## src/rtl/sync_fifo_pkg.sv

```systemverilog
// sync_fifo_pkg
// Shared constants and helpers for the sync_fifo_thresh slice: pointer width
// derivation, depth derivation and the reset values of the registered
// error pulses.
// Ports: none (package).
package sync_fifo_pkg;

  // Pointers carry one extra bit so full and empty are distinguishable.
  function automatic int ptr_width(input int addr_width);
    return addr_width + 1;
  endfunction

  function automatic int fifo_depth(input int addr_width);
    return 1 << addr_width;
  endfunction

  localparam logic RST_OVERFLOW  = 1'b0;
  localparam logic RST_UNDERFLOW = 1'b0;

endpackage

```

## src/rtl/sync_fifo_thresh_if.sv

```systemverilog
// sync_fifo_thresh_if
// Producer/consumer bundle for sync_fifo_thresh.
// Ports (as signals):
//   wr_en, din          write request and data            (master -> slave)
//   rd_en               read request / pop                (master -> slave)
//   dout                read data                         (slave -> master)
//   full, empty, almost_full, almost_empty, count         status (slave -> master)
//   overflow, underflow one-cycle error pulses            (slave -> master)
interface sync_fifo_thresh_if
  import sync_fifo_pkg::*;
#(
  parameter int DATA_WIDTH = 8,
  parameter int ADDR_WIDTH = 4
);
  logic                               wr_en;
  logic [DATA_WIDTH-1:0]              din;
  logic                               rd_en;
  logic [DATA_WIDTH-1:0]              dout;
  logic                               full;
  logic                               empty;
  logic                               almost_full;
  logic                               almost_empty;
  logic [ptr_width(ADDR_WIDTH)-1:0]   count;
  logic                               overflow;
  logic                               underflow;

  modport master (
    output wr_en, din, rd_en,
    input  dout, full, empty, almost_full, almost_empty, count, overflow, underflow
  );

  modport slave (
    input  wr_en, din, rd_en,
    output dout, full, empty, almost_full, almost_empty, count, overflow, underflow
  );
endinterface

```

## src/rtl/sync_fifo_mem.sv

```systemverilog
// sync_fifo_mem
// Simple dual-port RAM: one write port, one read port.
// Read port is synchronous (registered, reset to 0, updates only when re)
// unless SYNC_FIFO_FWFT_EN is defined, in which case it is asynchronous.
// Ports:
//   clk, rst         clock, async active-high reset (read register only)
//   we, waddr, wdata write port
//   re, raddr        read enable / address
//   rdata            read data
// Storage itself is never reset.
module sync_fifo_mem
  import sync_fifo_pkg::*;
#(
  parameter int DATA_WIDTH = 8,
  parameter int ADDR_WIDTH = 4
) (
  input  logic                  clk,
  input  logic                  rst,
  input  logic                  we,
  input  logic [ADDR_WIDTH-1:0] waddr,
  input  logic [DATA_WIDTH-1:0] wdata,
  input  logic                  re,
  input  logic [ADDR_WIDTH-1:0] raddr,
  output logic [DATA_WIDTH-1:0] rdata
);
  localparam int DEPTH = fifo_depth(ADDR_WIDTH);

  logic [DATA_WIDTH-1:0] mem [DEPTH];

  always_ff @(posedge clk) begin
    if (we) mem[waddr] <= wdata;
  end

`ifdef SYNC_FIFO_FWFT_EN
  assign rdata = mem[raddr];
`else
  always_ff @(posedge clk or posedge rst) begin
    if (rst)     rdata <= '0;
    else if (re) rdata <= mem[raddr];
  end
`endif

endmodule

```

## src/rtl/sync_fifo_thresh.sv

```systemverilog
// sync_fifo_thresh
// Single-clock FIFO with exact full/empty (extra pointer bit), occupancy
// count, almost-full/almost-empty thresholds and registered overflow/
// underflow pulses.
// Compile option: SYNC_FIFO_FWFT_EN selects first-word-fall-through read
// data; undefined gives registered read data (1-cycle read latency).
// Ports:
//   clk   clock, rising edge
//   rst   asynchronous active-high reset
//   bus   sync_fifo_thresh_if.slave (wr_en/din/rd_en in; dout and status out)
module sync_fifo_thresh
  import sync_fifo_pkg::*;
#(
  parameter int DATA_WIDTH    = 8,
  parameter int ADDR_WIDTH    = 4,
  parameter int AFULL_THRESH  = 14,
  parameter int AEMPTY_THRESH = 2
) (
  input  logic               clk,
  input  logic               rst,
  sync_fifo_thresh_if.slave  bus
);
  localparam int PW = ptr_width(ADDR_WIDTH);
  localparam logic [PW-1:0] AFULL_CMP  = PW'(AFULL_THRESH);
  localparam logic [PW-1:0] AEMPTY_CMP = PW'(AEMPTY_THRESH);

  logic [PW-1:0]         wr_ptr;
  logic [PW-1:0]         rd_ptr;
  logic [PW-1:0]         count;
  logic                  full;
  logic                  empty;
  logic                  wr_acc;
  logic                  rd_acc;
  logic [DATA_WIDTH-1:0] mem_rdata;

  // All status derives from registered pointers only.
  assign count = wr_ptr - rd_ptr;
  assign empty = (wr_ptr == rd_ptr);
  assign full  = (wr_ptr[PW-1] != rd_ptr[PW-1]) &&
                 (wr_ptr[ADDR_WIDTH-1:0] == rd_ptr[ADDR_WIDTH-1:0]);

  assign wr_acc = bus.wr_en && !full;
  assign rd_acc = bus.rd_en && !empty;

  always_ff @(posedge clk or posedge rst) begin
    if (rst) begin
      wr_ptr        <= '0;
      rd_ptr        <= '0;
      bus.overflow  <= RST_OVERFLOW;
      bus.underflow <= RST_UNDERFLOW;
    end else begin
      if (wr_acc) wr_ptr <= wr_ptr + 1'b1;
      if (rd_acc) rd_ptr <= rd_ptr + 1'b1;
      bus.overflow  <= bus.wr_en && full;
      bus.underflow <= bus.rd_en && empty;
    end
  end

  sync_fifo_mem #(
    .DATA_WIDTH (DATA_WIDTH),
    .ADDR_WIDTH (ADDR_WIDTH)
  ) u_mem (
    .clk   (clk),
    .rst   (rst),
    .we    (wr_acc),
    .waddr (wr_ptr[ADDR_WIDTH-1:0]),
    .wdata (bus.din),
    .re    (rd_acc),
    .raddr (rd_ptr[ADDR_WIDTH-1:0]),
    .rdata (mem_rdata)
  );

`ifdef SYNC_FIFO_FWFT_EN
  // The head word is shown only while it is valid; stale RAM is masked.
  assign bus.dout = empty ? '0 : mem_rdata;
`else
  assign bus.dout = mem_rdata;
`endif

  assign bus.count        = count;
  assign bus.full         = full;
  assign bus.empty        = empty;
  assign bus.almost_full  = (count >= AFULL_CMP);
  assign bus.almost_empty = (count <= AEMPTY_CMP);

endmodule

```

## src/flat_wrapper.sv

```systemverilog
// flat-port wrapper written by rule: the top's interface ports become plain ports
module sync_fifo_thresh_flat import sync_fifo_pkg::*;
#(
  parameter int DATA_WIDTH    = 8,
  parameter int ADDR_WIDTH    = 4,
  parameter int AFULL_THRESH  = 14,
  parameter int AEMPTY_THRESH = 2
)
  (clk, rst, bus_wr_en, bus_din, bus_rd_en, bus_dout, bus_full, bus_empty, bus_almost_full, bus_almost_empty, bus_count, bus_overflow, bus_underflow);
  sync_fifo_thresh_if #(.DATA_WIDTH(DATA_WIDTH), .ADDR_WIDTH(ADDR_WIDTH)) bus_i ();
  input  logic clk;
  input  logic rst;
  input wire logic [$bits(bus_i.wr_en)-1:0] bus_wr_en;
  input wire logic [$bits(bus_i.din)-1:0] bus_din;
  input wire logic [$bits(bus_i.rd_en)-1:0] bus_rd_en;
  output wire logic [$bits(bus_i.dout)-1:0] bus_dout;
  output wire logic [$bits(bus_i.full)-1:0] bus_full;
  output wire logic [$bits(bus_i.empty)-1:0] bus_empty;
  output wire logic [$bits(bus_i.almost_full)-1:0] bus_almost_full;
  output wire logic [$bits(bus_i.almost_empty)-1:0] bus_almost_empty;
  output wire logic [$bits(bus_i.count)-1:0] bus_count;
  output wire logic [$bits(bus_i.overflow)-1:0] bus_overflow;
  output wire logic [$bits(bus_i.underflow)-1:0] bus_underflow;
  assign bus_i.wr_en = bus_wr_en;
  assign bus_i.din = bus_din;
  assign bus_i.rd_en = bus_rd_en;
  assign bus_dout = bus_i.dout;
  assign bus_full = bus_i.full;
  assign bus_empty = bus_i.empty;
  assign bus_almost_full = bus_i.almost_full;
  assign bus_almost_empty = bus_i.almost_empty;
  assign bus_count = bus_i.count;
  assign bus_overflow = bus_i.overflow;
  assign bus_underflow = bus_i.underflow;
  sync_fifo_thresh #(.DATA_WIDTH(DATA_WIDTH), .ADDR_WIDTH(ADDR_WIDTH), .AFULL_THRESH(AFULL_THRESH), .AEMPTY_THRESH(AEMPTY_THRESH)) u_core (.clk(clk), .rst(rst), .bus(bus_i));
endmodule
```

## config.mk

```make
export PLATFORM = sky130hd
export DESIGN_NAME = sync_fifo_thresh_flat
export DESIGN_NICKNAME = d
export VERILOG_FILES = /design/src/rtl/sync_fifo_pkg.sv /design/src/rtl/sync_fifo_thresh_if.sv /design/src/rtl/sync_fifo_mem.sv /design/src/rtl/sync_fifo_thresh.sv /design/src/flat_wrapper.sv
export SDC_FILE = /design/constraint.sdc
export NUM_CORES = 1
export LEC_CHECK = 0
export CORE_AREA = 2 2 198 141
export DETAILED_ROUTE_END_ITERATION = 12
export DIE_AREA = 0 0 200 143
export GPL_ROUTABILITY_DRIVEN = 1
export SYNTH_ARGS = -nofsm -noshare
export SYNTH_HDL_FRONTEND = slang
export SYNTH_SLANG_ARGS = --single-unit
```

## constraint.sdc

```tcl
create_clock -name clk -period 4.75 [get_ports clk]
set_input_delay 0.95 -clock clk [delete_from_list [all_inputs] [get_ports clk]]
set_output_delay 0.95 -clock clk [all_outputs]
set_load 0.03 [all_outputs]
```

==> results.md, run 1 <==
- Status: finished, final reports clean
- Fraction of the yosys area taken by sequential cells: 0.717
- Count of buffers added by post-CTS timing repair for setup: 0
- Data required time of the worst path: 3.80 ns
- Synth async-reset ratio: 0.135
- Predominant post-synthesis flop cell: edfxtp_1
- Number of cells produced by synthesis: 367
- Biggest area consumer among synthesized cells: edfxtp_1
- PnR Total Power: 4950 uW
- Worst Setup Slack, final: 0.776 ns
- Number of max-capacitance violations reported: 0
- Starting density of the core: 0.228
- Number of optimization iterations in the first detailed-route pass: 5
- Worst R2R Start: u_core.wr_ptr[2]
- Wire length of the first global-routing pass: 19,500 um
- Vert. Die Dim: 143 um
- Sum of net half-perimeters after detailed placement: 8660 um
- Startpoint class of the critical path: flop
- Internal reg-to-reg setup slack: 1.96 ns
- Remaining routing DRC violations: 0
- Worst hold start: u_core.rd_ptr[4]
- DIE WIDTH: 200 um
- Port buffer count: 30
- Post-synthesis cell type count: 41
- Worst EP arrival: 3.02 ns
- Layout Nets: 427
- Die area: 28,600 um^2
- Drt wl/cell: 16.7 um
- Critical-path cell list: inv_1, ha_1, inv_1, fa_1, a21o_1, a21oi_1, xnor2_1, a211oi_1, clkdlybuf4s50_1
- Hold Violations, Final: 0
- Initial antenna violation count: 0
- Maximum fanout encountered on the critical timing path: 4
- IR Drop Worst-Case VDD: 0.297 mV
- Clock transition at path regs: 0.06 ns
- Number of synthesis warnings: 0
- Worst slew margin: 0.254
- Fill cell count: 2,654
- Synthesized flop and latch total: 148
- Vias in the first global route: 3,315
- Post-layout minimum cycle time: 3.97 ns
- Site Rows: 50
- TNS Setup: 0 ns
- Routed vias: 3,274
- Post-route antenna net violation count: 0
- Number of clock sinks: 148
- Layout cell share with drive strength beyond 1: 0.120
- Final Max Tran Viols: 0
- Post-detailed-routing wire length: 13,100 um
- Dpl cells: 750
- Overall global routing resource usage: 0.0955
- Power Dens Cells: 676 nW/um^2
- Setup violators final: 0
- Worst-Skew Late Latency: 0.42 ns
- Tightest Hold Check Type: reg -> reg
- Final cell count without fillers: 782
- Pin count of the biggest net entering global routing: 32
- Number of flops mapped to enable cells by yosys: 128
- Initial detailed-routing violation count: 283
- Pre-CTS worst setup slack: 1.19 ns
- Leading cell types by count after synthesis: edfxtp_1 (128), mux2i_1 (48), nor2_1 (29), dfrtp_1 (20), o22ai_1 (16)
- Hold path endpoint: u_core.rd_ptr[4]
- Number of ports placed on the die boundary: 31
- Type of the worst setup path: reg -> out
- Final Cycle Share: 0.837
- Cell count of the worst reg-to-reg path: 5
- Net count after synthesis: 389
- Post-route core utilization: 0.276
- Area growth syn-to-layout: 20.8%
- Avg Vias per Cell: 4.19
- Std-Cell Core Area: 26,600 um^2
- Reported leakage power: 0.00250 uW
- # resized after CTS: 0
- Skew final: 0.0113 ns
- Transition at the pin with the smallest max-transition slack: 1.12 ns
- Total of hold buffers inserted after clock tree synthesis: 0
- Mean Syn Cell Area: 16.5 um^2
- Maximum clock frequency: 252 MHz
- Total global routing overflow: 0
- Peak per-stage delay on the critical path: 0.70 ns
- Area contributors post-synth: edfxtp_1 (63%), dfrtp_1 (8.3%), mux2i_1 (7.9%), mux4_2 (3.0%), ha_1 (1.9%)
- Clk buf depth: 2
- Max stage delay cell, worst path: clkdlybuf4s50_1
- Endpoint class of the critical path: output port
- Final antenna diode count: 0
- Most used standard cell by instance count after synthesis: edfxtp_1
- Cell repeated most along the worst path: inv_1
- Share of Yosys cell area claimed by the top area cell type: 0.634
- Number of H-tree branching levels: 4
- Area of the mapped netlist: 6060 um^2
- Number of stages on the worst hold path: 1
- Clock tree from TritonCTS: built
- RSZ-0062 raised after global routing: false
- Root Buffer: clkbuf_16
- CTS buffer count: 17
- Worst reg2reg endpoint: u_core.u_mem.mem[7][0]
- GPL Wtd Cong: 0.765
==> layout by cell type (no fill, tap or decap), types with 9 or more instances in the layout <==
master,netlist,routed
ha_1,9,9
nor2_1,29,29
o21ai_0,9,9
inv_1,11,11
clkbuf_16,0,17
clkdlybuf4s50_1,0,30
mux2i_1,48,48
dfrtp_1,20,20
edfxtp_1,128,128
xnor2_1,9,9
o22ai_1,16,16
==> cells by family (layout without fill, tap and decap cells) <==
kind of cell,count (synthesis),count (layout),share of synthesized area
mux,56,56,0.109
flops,148,148,0.717
buf+inv,30,81,0.0312
simple gates,60,60,0.0471
compound gates,51,51,0.0570
xor+xnor,12,12,0.0173
fa+ha+maj,10,10,0.0219
==> worst max-delay path by stage <==
stage | from | endpoint | slack (ns) | cells after the start
5_1_grt | u_core.wr_ptr[0] | bus_almost_empty | 0.57 | 9
3_5_place_dp | u_core.wr_ptr[0] | bus_almost_empty | 1.19 | 9
4_1_cts | u_core.wr_ptr[0] | bus_almost_empty | 0.74 | 9
6_report | u_core.wr_ptr[0] | bus_almost_empty | 0.78 | 9
3_3_place_gp | u_core.wr_ptr[0] | bus_almost_empty | 1.26 | 9
2_1_floorplan | u_core.rd_ptr[1] | bus_almost_empty | 1.07 | 9
==> state kept, by name, summed over array words and instances (netlist names) <==
signal	count
u_core.u_mem.mem	128
u_core.rd_ptr	5
u_core.u_mem.rdata	8
u_core.wr_ptr	5
u_core.bus.underflow	1
u_core.bus.overflow	1
==> cell type report <==
cell class	instances	area [um^2]	area share
Timing Repair Buffer	38	360	0.0492
Multi-Input combinational cell	189	1530	0.209
Clock buffer	18	429	0.0586
Inverter	11	41.3	0.00564
Sequential cell	148	4340	0.593
Clock inverter	14	166	0.0227
Tap cell	364	455	0.0622
==> through the flow <==
step | instance area, um^2 | hold slack, ns
detailed placement | 6730 | 0.526
global placement | 6730 | 0.520
finish | 7330 | 0.527
floorplan | 6060 | 0.501
global route | 7330 | 0.552
CTS | 7330 | 0.534
==> power by group <==
| part | leakage (uW) | internal (uW) | switching [uW] |
|---|---|---|---|
| clock | 0.000282 | 790 | 553 |
| combinational | 0.000825 | 746 | 1150 |
| sequential | 0.00139 | 1610 | 107 |
==> per-layer routing <==
metal / part of all wire / track usage / wire, um / vias to the layer above
met5: 0 / 0 / 0 / -
li1: - / - / - / 1495
met3: 0.065 / 0.0250 / 851 / 12
met2: 0.46 / 0.148 / 6050 / 91
met4: 0.0098 / 0.0281 / 128 / 0
met1: 0.46 / 0.131 / 6050 / 1676
==> critical path: cells and delay by family, from the launching register on <==
| family | cells | cell delay [ns] |
|---|---|---|
| buffers and inverters | 3 | 0.93 |
| adder cells (fa/ha/maj) | 2 | 0.59 |
| AO/OA/AOI/OAI | 3 | 0.54 |
| flip-flops | 1 | 0.43 |
| XOR/XNOR | 1 | 0.12 |
Power figures use the tool's default switching activity.
==> inputs of run 2 (changes only) <==
==> constraint.sdc (replaced) <==
create_clock -name clk -period 3.6 [get_ports clk]
set_input_delay 0.72 -clock clk [delete_from_list [all_inputs] [get_ports clk]]
set_output_delay 0.72 -clock clk [all_outputs]
set_load 0.03 [all_outputs]
==> run 2 against run 1 <==
  * Cell area increased by 0.46%
  * Via count increased by 0.52%
  * Clock skew about the same
  * Die area unchanged
  * Core utilization increased by 0.13 points
  * Power rose by 32%
  * Flip-flop and latch count is the same
  * Setup slack got worse by 0.55 ns
  * Count of clock-buffer cells in the layout unchanged
  * Critical endpoint is now bus_count[3]
==> results.md, run 2 (same netlist as run 1, synthesis figures left out) <==
- Commonest cells after routing, fill and taps aside: edfxtp_1 (128), mux2i_1 (48), nor2_1 (29), clkdlybuf4s50_1 (24), dfrtp_1 (20)
- Cell count of the worst reg-to-reg path: 5 (unchanged)
- PnR Total Power: 6560 uW (+32%)
- Number of max-capacitance violations reported: 0 (unchanged)
- Drt wl/cell: 16.9 um (+1.1%)
- TNS Setup: 0 ns (unchanged)
- Status: finished, final reports clean
- Data required time of the worst path: 2.88 ns (-0.92 ns)
- Overall global routing resource usage: 0.0976 (+0.00214)
- Pre-CTS worst setup slack: 0.653 ns (-0.537 ns)
- Area growth syn-to-layout: 21.4%
- Skew final: 0.0112 ns (-0.000149 ns)
- Final Cycle Share: 0.938
- Tightest Hold Check Type: reg -> reg
- Remaining routing DRC violations: 0 (unchanged)
- Setup violators final: 0 (unchanged)
- Endpoint of the most critical setup path: bus_count[3]
- Number of optimization iterations in the first detailed-route pass: 5 (unchanged)
- Worst Setup Slack, final: 0.224 ns (-0.552 ns)
- Leading cell type in the layout, fill and taps excluded: edfxtp_1
- Post-route antenna net violation count: 0 (unchanged)
- Worst EP arrival: 2.66 ns (-0.36 ns)
- Root Buffer: clkbuf_16
- Power Dens Cells: 892 nW/um^2 (+32%)
- Wire length of the first global-routing pass: 20,000 um (+2.8%)
- Starting density of the core: 0.228 (unchanged)
- Clk buf depth: 2 (unchanged)
- Launching element of the worst setup path: u_core.wr_ptr[1]
- Number of ports placed on the die boundary: 31 (unchanged)
- Sum of net half-perimeters after detailed placement: 8690 um (+0.35%)
- Maximum fanout encountered on the critical timing path: 6 (+2)
- Post-layout minimum cycle time: 3.38 ns
- Biggest registers after layout: u_core.u_mem.mem (128), u_core.u_mem.rdata (8)
- Worst reg2reg endpoint: u_core.u_mem.mem[7][7]
- Port buffer count: 30 (unchanged)
- Worst slew margin: 0.398 (+0.144)
- Vert. Die Dim: 143 um (unchanged)
- Die area: 28,600 um^2 (unchanged)
- Initial detailed-routing violation count: 256 (-9.5%)
- Routed vias: 3,291 (+0.52%)
- Reported leakage power: 0.00255 uW (+1.9%)
- Number of flip-flops under the largest register name: 128 (unchanged)
- Number of clock sinks: 148 (unchanged)
- Internal reg-to-reg setup slack: 0.80 ns (-1.16 ns)
- Hold Violations, Final: 0 (unchanged)
- Worst Hold Margin: 0.532 ns (+0.00492 ns)
- Top register by number of flip-flops: u_core.u_mem.mem
- Total global routing overflow: 0 (unchanged)
- Cell area reported after detailed placement: 6750 um^2 (+0.33%)
- Worst-Skew Late Latency: 0.42 ns (about the same)
- Clock tree from TritonCTS: built
- Post-route cell area: 7360 um^2 (+0.46%)
- Std-Cell Core Area: 26,600 um^2 (unchanged)
- Type of the worst setup path: reg -> out
- Worst R2R Start: u_core.wr_ptr[2]
- Number of stages on the worst hold path: 1 (unchanged)
- Transition at the pin with the smallest max-transition slack: 0.900 ns (-0.219 ns)
- Maximum clock frequency: 296 MHz
- CTS buffer count: 17 (unchanged)
- Final Max Tran Viols: 0 (unchanged)
- Site Rows: 50 (unchanged)
- Startpoint class of the critical path: flop
- RSZ-0062 raised after global routing: false
- Avg Vias per Cell: 4.18 (-0.12%)
- Final antenna diode count: 0 (unchanged)
- Endpoint class of the critical path: output port
- Layout Nets: 432 (+1.2%)
- DIE WIDTH: 200 um (unchanged)
- GPL Wtd Cong: 0.738 (-3.5%)
- Vias in the first global route: 3,432 (+3.5%)
- Pin count of the biggest net entering global routing: 32 (unchanged)
- Clock transition at path regs: 0.06 ns (about the same)
- Number of H-tree branching levels: 4 (unchanged)
- Layout cell share with drive strength beyond 1: 0.144 (+0.0246)
- # resized after CTS: 0 (unchanged)
- Count of buffers added by post-CTS timing repair for setup: 0 (unchanged)
- Post-detailed-routing wire length: 13,300 um (+1.7%)
- Initial antenna violation count: 0 (unchanged)
- Total of hold buffers inserted after clock tree synthesis: 0 (unchanged)
- IR Drop Worst-Case VDD: 0.426 mV (+43%)
## run 2: cell types whose count changed in the layout (fill, tap and decap cells not counted)
cell,delta
clkinv_2,+2
inv_8,-2
clkinvlp_4,-2
bufinv_16,+1
inv_6,-2
clkdlybuf4s50_1,-6
clkinv_4,+3
buf_4,+11
## run 2: worst min-delay path by stage
stage | endpoint | slack [ns] | start
floorplan | u_core.rd_ptr[4] | 0.50 | u_core.rd_ptr[4]
CTS | u_core.rd_ptr[4] | 0.54 | u_core.rd_ptr[4]
global placement | u_core.rd_ptr[4] | 0.52 | u_core.rd_ptr[4]
detailed placement | u_core.rd_ptr[4] | 0.53 | u_core.rd_ptr[4]
global route | u_core.rd_ptr[4] | 0.58 | u_core.rd_ptr[4]
finish | u_core.rd_ptr[4] | 0.53 | u_core.rd_ptr[4]
## run 2: metrics by stage
stage,std cells,util
floorplan,367,-
global placement,755,0.254
detailed placement,755,0.254
CTS,787,0.277
global route,787,0.277
finish,787,0.277
## run 2: critical path, cell delays in order (launching register included)
cell and delay [ns]:
dfrtp_1 0.47, ha_1 0.36, nor2b_1 0.14, o21a_1 0.17
or3_1 0.34, and2_1 0.17, clkdlybuf4s50_1 0.59
## run 2: report_power, final
part	switching [uW]	internal, uW	total [uW]
registers	141	2120	2270
clock network	713	1100	1810
logic	1520	961	2480
## run 2: cell type report
class                   count  area [um^2]
well taps                 364          455
flip-flops and latches    148         4340
multi-input cells         189         1530
clock inverters            14          178
fillers                  2669        19200
repair buffers             43          383
inverters                  11         41.3
clock buffers              18          429
## run 2: metal layers
metal  up-vias  track usage  routed length [um]
li1       1510            -                   -
met5         -            0                   0
met3        16       0.0229                 749
met2        84        0.150                6070
met4         0       0.0390                 169
met1      1681        0.133                6310
==> inputs of run 3 (changes only) <==
--- a/config.mk
+++ b/config.mk
@@ -5,9 +5,10 @@
 export SDC_FILE = /design/constraint.sdc
 export NUM_CORES = 1
 export LEC_CHECK = 0
-export CORE_AREA = 2 2 198 141
+export ABC_AREA = 1
+export CORE_AREA = 2 2 205 147
 export DETAILED_ROUTE_END_ITERATION = 12
-export DIE_AREA = 0 0 200 143
+export DIE_AREA = 0 0 207 149
 export GPL_ROUTABILITY_DRIVEN = 1
 export SYNTH_ARGS = -nofsm -noshare
 export SYNTH_HDL_FRONTEND = slang
==> run 3 against run 2 <==
  * Core utilization is 0.77 points lower
  * Clock power about the same
  * Worst hold slack lost 0.040 ns
  * Setup slack better by 0.17 ns
==> results.md, run 3 <==
- Top register by number of flip-flops: u_core.u_mem.mem
- Starting density of the core: 0.224 (-0.00386)
- Fraction of the yosys area taken by sequential cells: 0.664 (-0.0524)
- Avg Vias per Cell: 4.02 (-3.8%)
- Tightest Hold Check Type: reg -> reg
- Clock transition at path regs: 0.06 ns (about the same)
- Initial detailed-routing violation count: 329 (+29%)
- Worst R2R Start: u_core.rd_ptr[2]
- Most used standard cell by instance count after synthesis: nand2_1
- Startpoint class of the critical path: flop
- Worst reg2reg endpoint: u_core.u_mem.mem[5][4]
- Type of the worst setup path: reg -> out
- Number of synthesis warnings: 0 (unchanged)
- Post-route core utilization: 0.269 (-0.00767)
- Post-layout minimum cycle time: 3.21 ns (-0.168 ns)
- Layout cell share with drive strength beyond 1: 0.0852 (-0.0590)
- Commonest cells after routing, fill and taps aside: nand2_1 (175), edfxtp_1 (128), inv_1 (98), nand3_1 (94), nor2_1 (34)
- Clock tree from TritonCTS: built
- Skew final: 0.00868 ns (-0.00250 ns)
- Endpoint class of the critical path: output port
- Number of cells produced by synthesis: 633 (+72%)
- Net count after synthesis: 655 (+68%)
- Maximum clock frequency: 312 MHz (+5.2%)
- Drt wl/cell: 14.3 um (-15%)
- Worst EP arrival: 2.49 ns (-0.17 ns)
- Number of H-tree branching levels: 4 (unchanged)
- IR Drop Worst-Case VDD: 0.495 mV (+16%)
- Routed length on met1: 7280 um (+16%)
- Area of the mapped netlist: 6540 um^2 (+7.9%)
- Post-synthesis cell type count: 22 (-46%)
- Synth async-reset ratio: 0.135 (unchanged)
- Leading cell types by count after synthesis: nand2_1 (175), edfxtp_1 (128), inv_1 (98), nand3_1 (94), nor2_1 (34)
- Metal2 WL: 6980 um (+15%)
- Site Rows: 53 (+6.0%)
- Top layer reached by signal wires: met4
- Post-detailed-routing wire length: 15,300 um (+15%)
- Initial antenna violation count: 0 (unchanged)
- Final Max Tran Viols: 0 (unchanged)
- Vias in the first global route: 4,055 (+18%)
- Biggest area consumer among synthesized cells: edfxtp_1
- DIE WIDTH: 207 um (+3.5%)
- Status: finished, final reports clean
- Mean Syn Cell Area: 10.3 um^2 (-37%)
- Data required time of the worst path: 2.88 ns (about the same)
- Biggest registers after layout: u_core.u_mem.mem (128), u_core.u_mem.rdata (8)
- Number of ports placed on the die boundary: 31 (unchanged)
- RSZ-0062 raised after global routing: false
- Internal reg-to-reg setup slack: 0.83 ns (+0.03 ns)
- Final antenna diode count: 0 (unchanged)
- Leading cell type in the layout, fill and taps excluded: nand2_1
- Wire length of the first global-routing pass: 23,300 um (+17%)
- Number of flops mapped to enable cells by yosys: 128 (unchanged)
- Vert. Die Dim: 149 um (+4.2%)
- Area growth syn-to-layout: 20.1%
- Hold path endpoint: u_core.wr_ptr[4]
- Fill cell count: 3,028 (+13%)
- Total of hold buffers inserted after clock tree synthesis: 0 (unchanged)
- Root Buffer: clkbuf_16
- Number of flip-flops under the largest register name: 128 (unchanged)
- Transition at the pin with the smallest max-transition slack: 1.16 ns (+0.258 ns)
- Remaining routing DRC violations: 0 (unchanged)
- Synthesized flop and latch total: 148 (unchanged)
- Pre-CTS worst setup slack: 0.792 ns (+0.140 ns)
- TNS Setup: 0 ns (unchanged)
- Overall global routing resource usage: 0.101 (+0.00298)
- Setup violators final: 0 (unchanged)
- Pin count of the biggest net entering global routing: 67 (+110%)
- GPL Wtd Cong: 0.779 (+5.6%)
- Hold Violations, Final: 0 (unchanged)
- Post-route antenna net violation count: 0 (unchanged)
- Worst-Skew Late Latency: 0.42 ns (about the same)
- Maximum fanout encountered on the critical timing path: 12 (+6)
- Power Dens Cells: 859 nW/um^2 (-3.6%)
- Count of buffers added by post-CTS timing repair for setup: 0 (unchanged)
- Sum of net half-perimeters after detailed placement: 9580 um (+10%)
- Worst slew margin: 0.228 (-0.170)
- Number of optimization iterations in the first detailed-route pass: 5 (unchanged)
- DR WL met3: 921 um (+23%)
- Predominant post-synthesis flop cell: edfxtp_1
- Cell count of the worst reg-to-reg path: 9 (+4)
- Port buffer count: 30 (unchanged)
- Clk buf depth: 2 (unchanged)
- Number of clock sinks: 148 (unchanged)
- # resized after CTS: 0 (unchanged)
- Total global routing overflow: 0 (unchanged)
- Reported leakage power: 0.00324 uW (+27%)
- Number of max-capacitance violations reported: 0 (unchanged)
- Area contributors post-synth: edfxtp_1 (59%), nand2_1 (10%), dfrtp_1 (7.7%), nand3_1 (7.2%), inv_1 (5.6%)
- Worst Setup Slack, final: 0.391 ns (+0.168 ns)
- Number of stages on the worst hold path: 1 (unchanged)
- Share of Yosys cell area claimed by the top area cell type: 0.588 (-0.0463)
- Worst hold start: u_core.wr_ptr[4]
- Routed vias: 4,290 (+30%)
- Std-Cell Core Area: 29,200 um^2 (+9.7%)
- Die area: 30,800 um^2 (+7.8%)
- Layout Nets: 692 (+60%)
- Final Cycle Share: 0.891 (-0.0465)
- CTS buffer count: 17 (unchanged)
-- run 3: changes by cell type after synthesis, moves of 9 or more --
cell     before  now
mux2i_1      48    0
a21oi_1       1   19
buf_2         6   18
nand2_1       8  175
o22ai_1      16    0
xnor2_1       9    0
inv_1        11   98
nand3_1       2   94
-- run 3: per-stage QoR --
stage                     area [um^2]  cells  hold slack, ns  power, uW
after CTS                        7850   1066           0.493       6790
after global placement           7260   1036           0.482       4960
after detailed placement         7260   1036           0.479       4980
after global routing             7850   1066           0.538       7150
after floorplan                  6540    633           0.463       4120
final                            7850   1066           0.492       6750
-- run 3: cells by family after synthesis --
logic type,synth area share
flops,0.664
buf+inv,0.0815
xor+xnor,0.0134
simple gates,0.202
compound gates,0.0184
fa+ha+maj,0.0203
-- run 3: layout make-up --
type                       instances  area [um^2]  share of cell area
clock buffer                      19          433              0.0551
timing repair buffer              43          378              0.0481
multi-input combinational        356         1660               0.212
tap                              385          482              0.0613
clock inverter                    11          161              0.0206
inverter                         104          390              0.0497
sequential                       148         4350               0.553
-- run 3: how the worst max path moves through the flow --
| stage | startpoint | to | slack, ns |
|---|---|---|---|
| finish | u_core.rd_ptr[2] | bus_almost_full | 0.39 |
| global placement | u_core.rd_ptr[2] | bus_almost_full | 0.88 |
| floorplan | u_core.rd_ptr[1] | bus_almost_full | 0.66 |
| CTS | u_core.rd_ptr[2] | bus_almost_full | 0.37 |
| detailed placement | u_core.rd_ptr[2] | u_core.u_mem.mem[5][5] | 0.79 |
| global route | u_core.rd_ptr[2] | bus_almost_full | 0.19 |
-- run 3: worst max-delay path, cell delays in order (launching register included) --
cell,delay [ns]
dfrtp_1,0.58
inv_2,0.18
ha_1,0.40
nand2_1,0.13
o21ai_0,0.21
xor2_1,0.26
nand3_1,0.10
nand2_1,0.07
buf_4,0.15
-- run 3: metal layers --
layer	GRT usage	vias up
met1	0.140	2050
met4	0.0225	0
met5	0	-
met3	0.0278	11
li1	-	2115
met2	0.156	114
-- run 3: where the power goes --
group | total [uW] | internal (uW) | leakage (uW) | switching (uW)
Combinational | 2680 | 846 | 0.00156 | 1830
Clock | 1810 | 1150 | 0.000285 | 669
Sequential | 2260 | 2120 | 0.00139 | 135
==> edit 1 (flow settings as in run 3) <==
`ADDR_WIDTH` is set to 4 in 4 places; all go to 5.
--- a/src/rtl/sync_fifo_thresh_if.sv
+++ b/src/rtl/sync_fifo_thresh_if.sv
@@ -12,3 +12,3 @@
   parameter int DATA_WIDTH = 8,
-  parameter int ADDR_WIDTH = 4
+  parameter int ADDR_WIDTH = 5
 );
--- a/src/rtl/sync_fifo_mem.sv
+++ b/src/rtl/sync_fifo_mem.sv
@@ -14,3 +14,3 @@
   parameter int DATA_WIDTH = 8,
-  parameter int ADDR_WIDTH = 4
+  parameter int ADDR_WIDTH = 5
 ) (
--- a/src/rtl/sync_fifo_thresh.sv
+++ b/src/rtl/sync_fifo_thresh.sv
@@ -14,3 +14,3 @@
   parameter int DATA_WIDTH    = 8,
-  parameter int ADDR_WIDTH    = 4,
+  parameter int ADDR_WIDTH    = 5,
   parameter int AFULL_THRESH  = 14,
--- a/src/flat_wrapper.sv
+++ b/src/flat_wrapper.sv
@@ -4,3 +4,3 @@
   parameter int DATA_WIDTH    = 8,
-  parameter int ADDR_WIDTH    = 4,
+  parameter int ADDR_WIDTH    = 5,
   parameter int AFULL_THRESH  = 14,
Interface: changed (resized bus_count); port bits go from 31 to 32. No check against the original RTL was run, so the function may have changed too.
==> edit 1 against run 3 <==
Synthesized cell count rose by 84%; global-route usage grew 9.6 points; core utilization up 21 points; critical path depth decreased by 1; routed wire length rose by 97%; combinational power rose by 71%; power is 69% higher; final area increased by 77%; setup slack got worse by 0.20 ns; sequential cell count is 130 higher; synthesized area grew 85%; critical path type unchanged.
==> edit 1: results (changes against run 3) <==
| Metric | Value | Delta |
| --- | --- | --- |
| Global placer's final weighted congestion | 0.803 | +3.1% |
| Clock skew | 0.00853 ns | -0.000154 ns |
| Average cell area after synthesis | 10.4 um^2 | +0.60% |
| CTS Buf Count | 28 | +11 |
| Final HPWL from detailed placement | 18.2 mm | +90% |
| Number of levels in the clock H-tree | 1 | -3 |
| Vias in the first global route | 7,596 | +87% |
| Total cell area at the placement stage | 0.0130 mm^2 | +79% |
| GRT Total Usage | 19.7% | +9.6 points |
| Family of cells with the greatest summed delay on the critical path | buffers and inverters |  |
| Via count | 8,171 | +90% |
| Largest stage delay on the critical path | 0.70 ns | +0.12 ns |
| Number of flip-flops under the largest register name | 256 | +100% |
| Measured slew at the worst slew-check pin | 0.839 ns | -0.319 ns |
| Non-filler instance count after layout | 1,628 | +53% |
| List of most frequent post-synthesis cells | 385 x sky130_fd_sc_hd__nand2_1, 256 x sky130_fd_sc_hd__edfxtp_1, 159 x sky130_fd_sc_hd__nand3_1 |  |
| Registers with the most flip-flops | u_core.u_mem.mem: 256 flops, u_core.u_mem.rdata: 8 flops |  |
| Wire length after detailed routing | 30.1 mm | +97% |
| Synthesized-area fraction occupied by ao, oa, aoi and oai cells | 1.28% | -0.55 points |
| Path category of the worst min-delay check | in2async |  |
| Port Buffer Count | 31 | +3.3% |
| Maximum root-to-sink buffer count | 3 | +1 |
| DP Worst Slack | 0.665 ns | -0.128 ns |
| Number of enable flip-flop cells after synthesis | 256 | +100% |
| Parity-gate share of the synthesized area counting xor and xnor cells | 1.08% | -0.26 points |
| Maximum number of pins on one net before global-route repair | 97 | +45% |
| Sw Pwr | 4.54 mW | +72% |
| Biggest fanout along the worst timing path | 9 | -3 |
| Crit-path slowest cell | sky130_fd_sc_hd__clkdlybuf4s50_1 |  |
| Worst path arrival time | 2.69 ns | +0.20 ns |
| Run status | finished clean |  |
| Sequential share of the synthesized area | 68.1% | +1.7 points |
| Source-to-sink clock delay at the later pin of the worst-skew pair | 0.54 ns | +0.12 ns |
| Share of synthesized flip-flops with an asynchronous set or reset | 7.91% | -5.6 points |
| Number of antenna violations at the first check in global routing | 0 | unchanged |
| Starting DRT DRC Count | 825 | +150% |
| Cell leakage power | 5.71 nW | +76% |
| Ratio of cells with drive above 1 in the final layout | 8.62% | +0.098 points |
| Largest cells by area after synthesis | sky130_fd_sc_hd__edfxtp_1 64%, sky130_fd_sc_hd__nand2_1 12%, sky130_fd_sc_hd__nand3_1 6.6%, sky130_fd_sc_hd__dfrtp_1 4.6%, sky130_fd_sc_hd__inv_1 4.0% |  |
| Post-Synth Adder-Cell Area | 1.20% | -0.83 points |
| Cell variety after synth | 28 | +27% |
| Wire length of the first global-routing pass | 45.8 mm | +96% |
-- edit 1: cell count changes in the layout (fill, tap and decap cells not counted), sizes merged, moves of 21 or more --
cell    delta
buf       +30
nand2    +206
edfxtp   +128
clkbuf    +21
inv       +27
nand3     +66
nor2      +57
-- edit 1: power by group through the flow --
stage / clock, mW / combinational, mW / sequential (mW)
detailed placement: 0 / 4.58 / 4.05
CTS: 2.88 / 4.59 / 3.98
finish: 2.83 / 4.58 / 3.98
global placement: 0 / 4.55 / 4.04
global route: 3.00 / 5.05 / 4.01
floorplan: 0 / 2.96 / 4.09
-- edit 1: layer usage --
layer	up-vias	share of wire, %	global-route usage, %
met3	41	8.5	3.12
met4	2	1.9	4.57
li1	3922	-	-
met2	307	42	28.1
met5	-	0.26	1.88
met1	3899	47	31.1
-- edit 1: area by class of cell --
cell class	count	area, um^2
clock inverters	12	78.8
flip-flops and latches	278	8240
well taps	385	482
clock buffers	40	827
multi-input cells	701	3100
diodes	1	2.50
inverters	133	500
fillers	2688	15300
repair buffers	78	671
-- edit 1: worst paths after layout --
| check | start | to | slack, ns | depth (start not counted) |
|---|---|---|---|---|
| max | u_core.rd_ptr[4] | bus_full | 0.19 | 7 |
| min | rst | u_core.rd_ptr[5] | 0.38 | 2 |
| max reg2reg | u_core.rd_ptr[4] | u_core.u_mem.mem[1][4] | 0.80 | 10 |
| min reg2reg | u_core.u_mem.rdata[1] | u_core.u_mem.rdata[1] | 0.51 | 2 |
| max in group asynchronous | rst | u_core.rd_ptr[0] | 2.71 | 3 |
| min in group clk | u_core.u_mem.rdata[1] | u_core.u_mem.rdata[1] | 0.51 | 2 |
-- edit 1: timing repair --
item | CTS | global route
endpoints found under the hold margin | 0 | 0
setup endpoints to repair | 0 | 2
gates resized for setup | 0 | 2
==> edit 2 (flow settings as in run 3) <==
Made on the original files. Make the reset (`rst`) synchronous in 2 clocked blocks. Comments in the files are not updated.
--- a/src/rtl/sync_fifo_mem.sv
+++ b/src/rtl/sync_fifo_mem.sv
@@ -36,3 +36,3 @@
 `else
-  always_ff @(posedge clk or posedge rst) begin
+  always_ff @(posedge clk) begin
     if (rst)     rdata <= '0;
--- a/src/rtl/sync_fifo_thresh.sv
+++ b/src/rtl/sync_fifo_thresh.sv
@@ -44,3 +44,3 @@
 
-  always_ff @(posedge clk or posedge rst) begin
+  always_ff @(posedge clk) begin
     if (rst) begin
Formal check against the unedited RTL: differs if rst is asserted again (counterexample within 4 cycles, from zero or initial values and one cycle with rst high); with rst held inactive, the same outputs for 10 cycles.
==> edit 2 against run 3 <==
Routed wire length increased by 2.8%; maximum frequency decreased by 0.78%; setup slack got worse by 0.025 ns; final area decreased by 1.1%; final cell count increased by 1.3%; core utilization decreased by 0.29 points; sequential cell count unchanged; synthesized area decreased by 0.67%; register-to-register slack got worse by 0.05 ns; critical path type unchanged; critical endpoint unchanged; largest cell class unchanged; highest routed layer unchanged.
Power is not compared: it rests on default switching activity, and its combinational part moved more than twofold at a synthesized area within 25%.
==> edit 2: results (changes against run 3) <==
| Metric | Value | Delta |
| --- | --- | --- |
| Clock skew | 0.0111 ns | +0.00239 ns |
| Wire length per cell | 14.5 um | +1.5% |
| Launch instance of the worst register-to-register path | u_core.rd_ptr[2] |  |
| Average cell area after synthesis | 10.0 um^2 | -3.1% |
| Endpoint of the worst-slack reg-to-reg timing path | u_core.u_mem.mem[10][2] |  |
| Run status | finished clean |  |
| Worst Hold Depth | 2 | +1 |
| Wire length of the first global-routing pass | 24.4 mm | +4.4% |
| Cell variety after synth | 24 | +9.1% |
| Register-to-register path setup slack | 0.78 ns | -0.05 ns |
| Number of nets in the layout | 704 | +1.7% |
| List of most frequent post-synthesis cells | 185 x sky130_fd_sc_hd__nand2_1, 128 x sky130_fd_sc_hd__edfxtp_1, 95 x sky130_fd_sc_hd__nand3_1 |  |
| Cells after DPL | 1,048 | +1.2% |
| Non-filler instance count after layout | 1,080 | +1.3% |
| Sequential share of the synthesized area | 65.3% | -1.1 points |
| Post-CTS setup repair buffer count | 0 | unchanged |
| Startpoint of the most critical hold path | u_core.rd_ptr[4] |  |
| Share of synthesized flip-flops with an asynchronous set or reset | 0% | -14 points |
| Ratio of cells with drive above 1 in the final layout | 8.78% | +0.26 points |
| Post-Synthesis Net Count | 671 | +2.4% |
| Measured slew at the worst slew-check pin | 0.837 ns | -0.321 ns |
| Largest cells by area after synthesis | sky130_fd_sc_hd__edfxtp_1 59%, sky130_fd_sc_hd__nand2_1 11%, sky130_fd_sc_hd__nand3_1 7.3%, sky130_fd_sc_hd__dfxtp_1 6.2%, sky130_fd_sc_hd__inv_1 5.4% |  |
| End point of the most critical hold path | u_core.rd_ptr[4] |  |
| First-pass DRT Iterations | 5 | unchanged |
| CTS clock-pin slew for the worst setup and hold paths | 0.06 ns | about the same |
| Vias in the first global route | 4,269 | +5.3% |
| Worst path arrival time | 2.51 ns | +0.02 ns |
| Via density | 4.14 | +2.9% |
| Final HPWL from detailed placement | 10.2 mm | +6.4% |
| GRT Total Usage | 10.5% | +0.44 points |
| Starting DRT DRC Count | 503 | +53% |
| Global placer's final weighted congestion | 0.816 | +4.8% |
==> edit 2: changes by cell type after synthesis, sizes merged, moves of 5 or more <==
cell	change
dfrtp	-20
dfxtp	+20
nand2	+10
o21ai	+9
a21oi	+8
clkbuf	+5
xor2	-5
==> edit 2: final cells by class <==
cell class,count,area (um^2),area share (%)
Multi-Input combinational cell,374,1730,22.3
Clock buffer,23,468,6.02
Clock inverter,9,105,1.35
Tap cell,385,482,6.20
Timing Repair Buffer,40,355,4.57
Sequential cell,148,4250,54.7
Inverter,101,382,4.91
==> edit 2: critical path: stages, from the launching register on <==
cell                      delay [ns]
sky130_fd_sc_hd__dfxtp_2        0.47
sky130_fd_sc_hd__inv_1          0.25
sky130_fd_sc_hd__ha_1           0.44
sky130_fd_sc_hd__nand2_2        0.10
sky130_fd_sc_hd__o21ai_0        0.24
sky130_fd_sc_hd__xor2_1         0.27
sky130_fd_sc_hd__nand3_1        0.11
sky130_fd_sc_hd__nand2_1        0.07
sky130_fd_sc_hd__buf_4          0.15
==> edit 2: cells by family (layout without fill, tap and decap cells) <==
kind of cell    Yosys count  in the layout  share of synthesized area, %
simple gates            318            318                          20.7
flops                   148            148                          65.3
xor+xnor                  5              5                         0.674
buf+inv                 127            173                          8.03
compound gates           41             41                          3.22
fa+ha+maj                10             10                          2.04
==> edit 2: how the worst max path moves through the flow <==
stage / slack, ns / startpoint / depth (start not counted) / endpoint
floorplan: 0.67 / u_core.rd_ptr[1] / 9 / bus_almost_full
global placement: 0.76 / u_core.rd_ptr[2] / 8 / bus_almost_full
detailed placement: 0.63 / u_core.rd_ptr[2] / 9 / u_core.u_mem.mem[10][4]
CTS: 0.23 / u_core.rd_ptr[2] / 8 / bus_almost_full
global route: 0.20 / u_core.rd_ptr[2] / 8 / bus_almost_full
finish: 0.37 / u_core.rd_ptr[2] / 8 / bus_almost_full
==> edit 2: stage by stage <==
| stage | hold slack, ns | power, mW | worst slack (ns) | instance area [um^2] |
|---|---|---|---|---|
| finish | 0.495 | 4.44 | 0.366 | 7770 |
| global route | 0.514 | 4.62 | 0.197 | 7770 |
| CTS | 0.501 | 4.47 | 0.227 | 7770 |
| detailed placement | 0.492 | 2.74 | 0.628 | 7190 |
| global placement | 0.491 | 2.74 | 0.756 | 7190 |
| floorplan | 0.463 | 2.48 | 0.674 | 6500 |
==> edit 2: power groups by stage <==
stage               Clock, mW  Combinational [mW]  Sequential, mW
floorplan                   0               0.478            2.00
global placement            0               0.772            1.97
detailed placement          0               0.773            1.97
CTS                      1.76               0.776            1.94
global route             1.83               0.848            1.94
finish                   1.74               0.772            1.94
==> edit 2: layer usage <==
metal	GRT usage, %	up-vias	part of all wire, %
met5	0	-	0
met4	3.29	0	1.2
met3	2.57	17	5.9
met2	16.0	125	43
met1	14.7	2142	50
li1	-	2188	-
